===== src/rtl/lsu_access_seq.sv =====
// Memory-stage load/store sequencer.
// Turns a decoded access code into one or two word-wide data-memory
// transactions over a req/ack handshake, merges and extends load data,
// and stalls the pipeline while an access is in flight.
module lsu_access_seq (
    input  logic        i_clk,
    input  logic        i_rst_n,
    input  logic        i_req,
    input  logic        i_mem_wren,
    input  logic [2:0]  i_slt_sl,
    input  logic [31:0] i_addr,
    input  logic [31:0] i_st_data,
    output logic        o_stall,
    output logic        o_done,
    output logic [31:0] o_ld_data,
    output logic        o_dmem_req,
    output logic        o_dmem_we,
    output logic [31:0] o_dmem_addr,
    output logic [31:0] o_dmem_wdata,
    output logic [3:0]  o_dmem_bmask,
    input  logic        i_dmem_ack,
    input  logic [31:0] i_dmem_rdata
);

    typedef enum logic [1:0] {
        IDLE = 2'd0,
        ACC0 = 2'd1,
        ACC1 = 2'd2,
        DONE = 2'd3
    } state_t;

    state_t state, state_nxt;

    // Latched access attributes
    logic        dir_q;      // 1 = store
    logic        split_q;
    logic        sext_q;
    logic [2:0]  size_q;     // bytes: 1, 2 or 4
    logic [1:0]  off_q;
    logic [31:0] addr1_q;
    logic [31:0] wdata1_q;
    logic [3:0]  bmask1_q;
    logic [31:0] rdata0_q;

    // Decode of the incoming access
    logic [2:0]  size_in;
    logic        sext_in;
    logic [1:0]  off_in;
    logic        split_in;
    logic [7:0]  mask_in;
    logic [63:0] wwin_in;
    logic [31:0] word0_in;

    // Size/sign decode; illegal size codes for the direction fall back to a word
    always_comb begin
        size_in = 3'd4;
        sext_in = 1'b0;
        if (i_mem_wren) begin
            case (i_slt_sl)
                3'b000:  size_in = 3'd1;
                3'b001:  size_in = 3'd2;
                default: size_in = 3'd4;
            endcase
        end else begin
            case (i_slt_sl)
                3'b011:  begin size_in = 3'd1; sext_in = 1'b1; end
                3'b100:  begin size_in = 3'd2; sext_in = 1'b1; end
                3'b110:  size_in = 3'd1;
                3'b111:  size_in = 3'd2;
                default: size_in = 3'd4;
            endcase
        end
    end

    // Lane placement: a 64-bit window spanning word0 (low) and word1 (high)
    always_comb begin
        off_in   = i_addr[1:0];
        split_in = (({1'b0, off_in} + size_in) > 3'd4);
        mask_in  = ((8'd1 << size_in) - 8'd1) << off_in;
        wwin_in  = i_mem_wren ? ({32'd0, i_st_data} << {off_in, 3'b000}) : 64'd0;
        word0_in = {i_addr[31:2], 2'b00};
    end

    logic accept;
    logic ack0;
    logic ack1;
    logic last_ack;

    // Handshake events
    always_comb begin
        accept   = (state == IDLE) && i_req;
        ack0     = (state == ACC0) && i_dmem_ack;
        ack1     = (state == ACC1) && i_dmem_ack;
        last_ack = (ack0 && !split_q) || ack1;
    end

    // Next-state logic and status outputs
    always_comb begin
        state_nxt = state;
        case (state)
            IDLE: if (i_req) state_nxt = ACC0;
            ACC0: if (i_dmem_ack) state_nxt = split_q ? ACC1 : DONE;
            ACC1: if (i_dmem_ack) state_nxt = DONE;
            DONE: state_nxt = IDLE;
            default: state_nxt = IDLE;
        endcase
    end

    always_comb begin
        o_dmem_req = (state == ACC0) || (state == ACC1);
        o_dmem_we  = o_dmem_req && dir_q;
        o_done     = (state == DONE);
        o_stall    = accept || o_dmem_req;
    end

    // Load merge: select the field from {rdata1, rdata0} and extend it
    logic [63:0] rwin;
    logic [63:0] rshift;
    logic [31:0] ld_val;

    always_comb begin
        rwin   = ack1 ? {i_dmem_rdata, rdata0_q} : {32'd0, i_dmem_rdata};
        rshift = rwin >> {off_q, 3'b000};
        case (size_q)
            3'd1:    ld_val = sext_q ? {{24{rshift[7]}}, rshift[7:0]}
                                     : {24'd0, rshift[7:0]};
            3'd2:    ld_val = sext_q ? {{16{rshift[15]}}, rshift[15:0]}
                                     : {16'd0, rshift[15:0]};
            default: ld_val = rshift[31:0];
        endcase
    end

    // State register
    always_ff @(posedge i_clk or negedge i_rst_n) begin
        if (!i_rst_n) state <= IDLE;
        else          state <= state_nxt;
    end

    // Access latch; word0 fields go straight to the memory-side registers,
    // word1 fields are parked until word0 is acknowledged
    always_ff @(posedge i_clk or negedge i_rst_n) begin
        if (!i_rst_n) begin
            dir_q        <= 1'b0;
            split_q      <= 1'b0;
            sext_q       <= 1'b0;
            size_q       <= 3'd4;
            off_q        <= 2'd0;
            addr1_q      <= 32'd0;
            wdata1_q     <= 32'd0;
            bmask1_q     <= 4'd0;
            o_dmem_addr  <= 32'd0;
            o_dmem_wdata <= 32'd0;
            o_dmem_bmask <= 4'd0;
        end else if (accept) begin
            dir_q        <= i_mem_wren;
            split_q      <= split_in;
            sext_q       <= sext_in;
            size_q       <= size_in;
            off_q        <= off_in;
            addr1_q      <= word0_in + 32'd4;  // wraps at the top of memory
            wdata1_q     <= wwin_in[63:32];
            bmask1_q     <= mask_in[7:4];
            o_dmem_addr  <= word0_in;
            o_dmem_wdata <= wwin_in[31:0];
            o_dmem_bmask <= mask_in[3:0];
        end else if (ack0 && split_q) begin
            o_dmem_addr  <= addr1_q;
            o_dmem_wdata <= wdata1_q;
            o_dmem_bmask <= bmask1_q;
        end
    end

    // Read data capture and load result register
    always_ff @(posedge i_clk or negedge i_rst_n) begin
        if (!i_rst_n) begin
            rdata0_q  <= 32'd0;
            o_ld_data <= 32'd0;
        end else begin
            if (ack0) rdata0_q <= i_dmem_rdata;
            if (last_ack && !dir_q) o_ld_data <= ld_val;
        end
    end

endmodule


===== config.mk =====
export PLATFORM = sky130hd
export DESIGN_NAME = lsu_access_seq
export DESIGN_NICKNAME = d
export VERILOG_FILES = /design/src/rtl/lsu_access_seq.sv
export SDC_FILE = /design/constraint.sdc
export NUM_CORES = 1
export LEC_CHECK = 0
export CAP_MARGIN = 0
export CORE_MARGIN = 3
export CORE_UTILIZATION = 35
export DETAILED_ROUTE_END_ITERATION = 16
export GPL_TIMING_DRIVEN = 0
export MAX_ROUTING_LAYER = met4
export PLACE_DENSITY = 0.66
export RECOVER_POWER = 100
export SLEW_MARGIN = 20
export SYNTH_ARGS = -nofsm -noshare
export SYNTH_HDL_FRONTEND = slang
export SYNTH_SLANG_ARGS = --single-unit

===== constraint.sdc =====
create_clock -name i_clk -period 5.88 [get_ports i_clk]
set_input_delay 1.176 -clock i_clk [delete_from_list [all_inputs] [get_ports i_clk]]
set_output_delay 1.176 -clock i_clk [all_outputs]
set_load 0.05 [all_outputs]

==> results of run 1 <==
-- critical path: stages --
cell and delay, ns:
dlygate4sd3_1 0.58, nand2_1 0.22, clkbuf_1 0.35, clkbuf_1 0.46, nand2b_1 0.12, dlygate4sd3_1 0.82
-- logic make-up (layout without fill, tap and decap cells) --
kind of cell | after synthesis | count (layout) | synth area share (%)
xor gates and xnor gates | 32 | 32 | 2.66
AOI/OAI and AO/OA | 286 | 286 | 16.8
DFF | 198 | 198 | 47.1
adders and majority gates | 9 | 9 | 1.14
buffers and inverters | 95 | 331 | 3.85
muxes | 144 | 144 | 16.0
other | 2 | 6 | 0.0714
and+or+nand+nor | 299 | 299 | 12.4
-- cell usage after synthesis (12+ instances only) --
cell	instances	share of area [%]
a211oi_1	15	1.1
a21oi_1	44	2.1
a31oi_1	15	0.89
and3_1	18	1.1
clkbuf_1	55	2.0
dfrtp_1	197	47
inv_1	17	0.61
mux2_2	41	4.4
mux2i_1	88	8.4
mux4_2	15	3.2
nand2_1	142	5.1
nand3_1	23	1.1
nor2_1	76	2.7
nor3_1	12	0.57
o21ai_0	134	6.4
xnor2_1	22	1.8
-- metal layers --
metal | global-route usage (%) | routed length, um | share of wire, %
met5 | - | 0 | 0
met4 | 7.18 | 886 | 2.6
met2 | 33.8 | 15700 | 46
met1 | 29.2 | 15000 | 44
met3 | 5.37 | 2480 | 7.3
-- stage by stage --
stage	setup WS, ns	hold slack, ns	total power, mW	area, um^2
3_5_place_dp	1.14	0.465	6.66	13100
2_1_floorplan	2.59	0.438	5.16	10500
6_report	0.978	0.481	7.68	13600
3_3_place_gp	-4.91	0.456	6.60	13000
4_1_cts	1.12	0.483	7.88	13700
5_1_grt	0.650	0.508	8.14	13600
-- where the power goes --
part	total (mW)	switching, mW	internal, mW
Combinational	4.11	2.71	1.40
Sequential	2.36	0.357	2.01
Clock	1.20	0.626	0.576
-- layout make-up --
type                            count  share of cell area [%]
Antenna cell                        3                  0.0551
Buffer                             78                    2.45
Clock buffer                       17                    3.12
Clock inverter                     15                    1.31
Inverter                           17                   0.468
Multi-Input combinational cell    773                    37.8
Sequential cell                   198                    36.4
Tap cell                          384                    3.53
Timing Repair Buffer              204                    14.9
-- sequential cells by signal, indices dropped and copies added (netlist names), 4 cells and up --
signal	cells
rdata0_q	32
bmask1_q	4
addr1_q	30
o_dmem_wdata	32
o_dmem_addr	30
o_dmem_bmask	4
o_ld_data	32
wdata1_q	24
-- path summary, 6_finish.rpt --
check	from	endpoint	slack, ns	depth (start not counted)
setup / recovery	i_req	o_stall	0.98	6
hold / removal	wdata1_q[3]	wdata1_q[3]	0.48	2
setup reg to reg	state[0]	o_ld_data[15]	2.88	8
hold reg to reg	wdata1_q[3]	wdata1_q[3]	0.48	2
max in group asynchronous	i_rst_n	wdata1_q[9]	1.43	2
min in group asynchronous	i_rst_n	o_dmem_wdata[4]	1.34	1
==> impl_metrics.env, run 1 <==
export IMPL_setup_viol_count_final=0
export IMPL_violations="capacitance limit, slew limit"
export IMPL_postCtsResizedCells=0
export IMPL_place_congestion=0.965
export IMPL_syn_to_final_growth_pct=29.5
export IMPL_hp_class="register to register"
export IMPL_relSlewSlack_pct=-48.6
export IMPL_utilization_pct=46.7
export IMPL_clk_latency_ns=0.46
export IMPL_cts_sinks=198
export IMPL_start_kind="primary input"
export IMPL_slew_violations=203
export IMPL_yosysWarningCount=0
export IMPL_cts_hold_fix_buffers=0
export IMPL_cp_arrival_ns=3.73
export IMPL_routed_wl_um=34100
export IMPL_dpl_cell_count=1654
export IMPL_period_minus_slack_ns=4.90
export IMPL_fin_skew_ns=0.0238
export IMPL_antenna_found_initial=3
export IMPL_clockBufferDepth=2
export IMPL_die_h_um=179
export IMPL_p_per_area_nw_per_um2=563
export IMPL_num_vias=9146
export IMPL_start_util_pct=36.1
export IMPL_cts_buffers=17
export IMPL_drt_iter0_drc=586
export IMPL_grt_max_degree=89
export IMPL_fillers=2809
export IMPL_p_leak_nw=5.87
export IMPL_rows=62
export IMPL_timing_max_cap_violations=3
export IMPL_final_common_cell="dfrtp_1"
export IMPL_path_max_fanout=10
export IMPL_nets=1402
export IMPL_ir_worst_vdd_mv=0.333
export IMPL_fin_cells=1689
export IMPL_synth_edf_count=0
export IMPL_pin_count=208
export IMPL_status="finished with violations"
export IMPL_cts_root_buffer="clkbuf_16"
export IMPL_antenna_left=0
export IMPL_ys_flop_type="dfrtp_1"
export IMPL_async_flop_share_pct=100
export IMPL_grtUsageTotal_pct=22.1
export IMPL_hold_violations=0
export IMPL_period_share_pct=83.4
export IMPL_grt_pass1_wl_um=53400
export IMPL_syn_area_um2=10500
export IMPL_drive_gt1_share_pct=8.45
export IMPL_cp_required_ns=4.70
export IMPL_drc_errors=0
export IMPL_routed_via_density=5.42
export IMPL_grt_pass1_vias=9348
export IMPL_wl_per_cell_um=20.2
export IMPL_firstDrtPassIters=5
export IMPL_cts_tree="built"
export IMPL_floorplan_die_width_um=179
export IMPL_h_tree_depth=4
export IMPL_final_cell_mix="197 x dfrtp_1, 142 x nand2_1, 135 x o21ai_0, 106 x dlygate4sd3_1, 95 x clkdlybuf4s50_1"
export IMPL_path_class="primary input to output port"
export IMPL_hpwlAfterDp_um=25100
export IMPL_port_buffers=202
export IMPL_syn_area_per_cell_um2=9.88
export IMPL_tightest_slew_ns=2.23
export IMPL_core_area_um2=29200
export IMPL_overflow=0
export IMPL_ys_types=59
export IMPL_timing_fmax_mhz=204
export IMPL_post_cts_buffers=0
export IMPL_die_area_um2=32200
export IMPL_seq_area_um2=4960
export IMPL_synth_seq_cells=198
export IMPL_syn_inst=1065
export IMPL_grt_setup_unrepaired="false"
export IMPL_multiInputGateArea_um2=5160
export IMPL_clkSlewWorstSetupHoldPaths_ns=0.08
export IMPL_yosysSeqAreaShare_pct=47.1
export IMPL_cp_end_kind="output port"
export IMPL_setup_tns_ns=0
(Power assumes the default switching activity.)
==> inputs of run 2 (changes only) <==
- PLACE_DENSITY: 0.66 -> 0.68
- clock period: 5.88 -> 4.5 ns (I/O delays scaled with it)
==> run 2 against run 1 <==
  * Wire length is 0.32% higher
  * Clock power up 38%
  * The run still ends with capacitance limit, slew limit left
  * Sequential share of layout area down 0.11 points
  * Clock skew decreased by 0.0010 ns
  * Critical path depth did not move
  * Flip-flop and latch count unchanged
  * Critical path type unchanged
  * Final cell count increased by 0.18%
==> impl_metrics.env, run 2 (synthesis gave the netlist of run 1 again) <==
export IMPL_clkSlewWorstSetupHoldPaths_ns=0.08
export IMPL_h_tree_depth=4
export IMPL_path_class="primary input to output port"
export IMPL_die_h_um=179
export IMPL_start_util_pct=36.1
export IMPL_grt_pass1_vias=9350
export IMPL_postCtsResizedCells=0
export IMPL_start_kind="primary input"
export IMPL_relSlewSlack_pct=-23.0
export IMPL_p_leak_nw=5.89
export IMPL_timing_fmax_mhz=234
export IMPL_core_area_um2=29200
export IMPL_clockBufferDepth=2
export IMPL_ir_worst_vdd_mv=0.483
export IMPL_hold_violations=0
export IMPL_timing_max_cap_violations=2
export IMPL_drive_gt1_share_pct=8.06
export IMPL_cts_tree="built"
export IMPL_rows=62
export IMPL_drt_iter0_drc=600
export IMPL_place_congestion=0.932
export IMPL_antenna_left=0
export IMPL_fin_cells=1692
export IMPL_dpl_cell_count=1654
export IMPL_drc_errors=0
export IMPL_p_per_area_nw_per_um2=741
export IMPL_syn_to_final_growth_pct=29.9
export IMPL_setup_tns_ns=0
export IMPL_firstDrtPassIters=5
export IMPL_seq_area_um2=4960
export IMPL_slew_violations=104
export IMPL_status="finished with violations"
export IMPL_overflow=0
export IMPL_fin_skew_ns=0.0227
export IMPL_wl_per_cell_um=20.2
export IMPL_pin_count=208
export IMPL_path_max_fanout=10
export IMPL_cts_hold_fix_buffers=0
export IMPL_violations="capacitance limit, slew limit"
export IMPL_tightest_slew_ns=1.84
export IMPL_nets=1402
export IMPL_grt_max_degree=98
export IMPL_cp_end_kind="output port"
export IMPL_final_cell_mix="197 x dfrtp_1, 143 x nand2_1, 135 x o21ai_0, 105 x dlygate4sd3_1, 96 x clkdlybuf4s50_1"
export IMPL_cp_arrival_ns=3.38
export IMPL_worst_slack_ns=0.222
export IMPL_floorplan_die_width_um=179
export IMPL_placed_cell_area_um2=13100
export IMPL_multiInputGateArea_um2=5140
export IMPL_port_buffers=202
export IMPL_fillers=2806
export IMPL_cts_sinks=198
export IMPL_hp_class="register to register"
export IMPL_post_cts_buffers=0
export IMPL_pre_cts_slack_ns=0.282
export IMPL_period_minus_slack_ns=4.28
export IMPL_antenna_found_initial=5
export IMPL_num_vias=9225
export IMPL_grt_setup_unrepaired="false"
export IMPL_routed_via_density=5.45
export IMPL_final_common_cell="dfrtp_1"
export IMPL_grtUsageTotal_pct=22.1
export IMPL_setup_viol_count_final=0
export IMPL_cp_required_ns=3.60
export IMPL_cts_buffers=17
export IMPL_design_area_um2=13700
export IMPL_period_share_pct=95.1
export IMPL_hpwlAfterDp_um=25200
export IMPL_die_area_um2=32200
export IMPL_clk_latency_ns=0.45
export IMPL_grt_pass1_wl_um=53200
export IMPL_cts_root_buffer="clkbuf_16"
export IMPL_routed_wl_um=34200
export IMPL_top_regs="o_dmem_wdata x32, o_ld_data x32, rdata0_q x32"
[run 2: cell type report]
type / count / share of cell area [%]
well taps: 384 / 3.51
multi-input cells: 773 / 37.6
inverters: 17 / 0.467
clock inverters: 15 / 1.56
flip-flops and latches: 198 / 36.3
clock buffers: 17 / 3.11
repair buffers: 204 / 15.0
plain buffers: 78 / 2.37
diodes: 6 / 0.110
[run 2: layer usage]
layer  share of wire, %  vias up  GRT usage [%]
met1                 43     4528           28.8
met2                 47      386           34.3
met5                  0        -              -
met4                2.4        0           6.57
li1                   -     4258              -
met3                7.7       53           5.42
[run 2: through the flow]
step           power, mW  utilization [%]  hold WS [ns]
6_report            10.1             46.9         0.480
5_1_grt             10.7             46.9         0.500
4_1_cts             10.4             47.1         0.286
3_5_place_dp        8.71             44.9         0.463
3_3_place_gp        8.63             44.7         0.456
2_1_floorplan       6.74                -         0.438
[run 2: power breakdown]
group          switching (mW)  internal, mW
logic                    3.56          1.83
registers               0.466          2.62
clock network           0.828         0.823
[run 2: critical path, cell delays in order]
cell and delay [ns]:
clkdlybuf4s50_1 0.46, nand2_1 0.23, clkbuf_1 0.38, clkbuf_1 0.48
nand2b_1 0.10, dlygate4sd3_1 0.83
[run 2: worst paths after layout]
kind / from / end / slack [ns] / depth (start not counted)
setup / recovery: i_req / o_stall / 0.22 / 6
hold / removal: wdata1_q[2] / wdata1_q[2] / 0.48 / 2
setup reg to reg: state[0] / o_ld_data[8] / 0.63 / 10
hold reg to reg: wdata1_q[2] / wdata1_q[2] / 0.48 / 2
max in group asynchronous: i_rst_n / rdata0_q[17] / 0.96 / 2
min in group asynchronous: i_rst_n / o_dmem_wdata[14] / 0.90 / 1
==> inputs of run 3 (changes only) <==
- CAP_MARGIN: 0 -> default
==> results of run 3 <==
No change in the layout: final DEF, timing and power equal those of run 2.
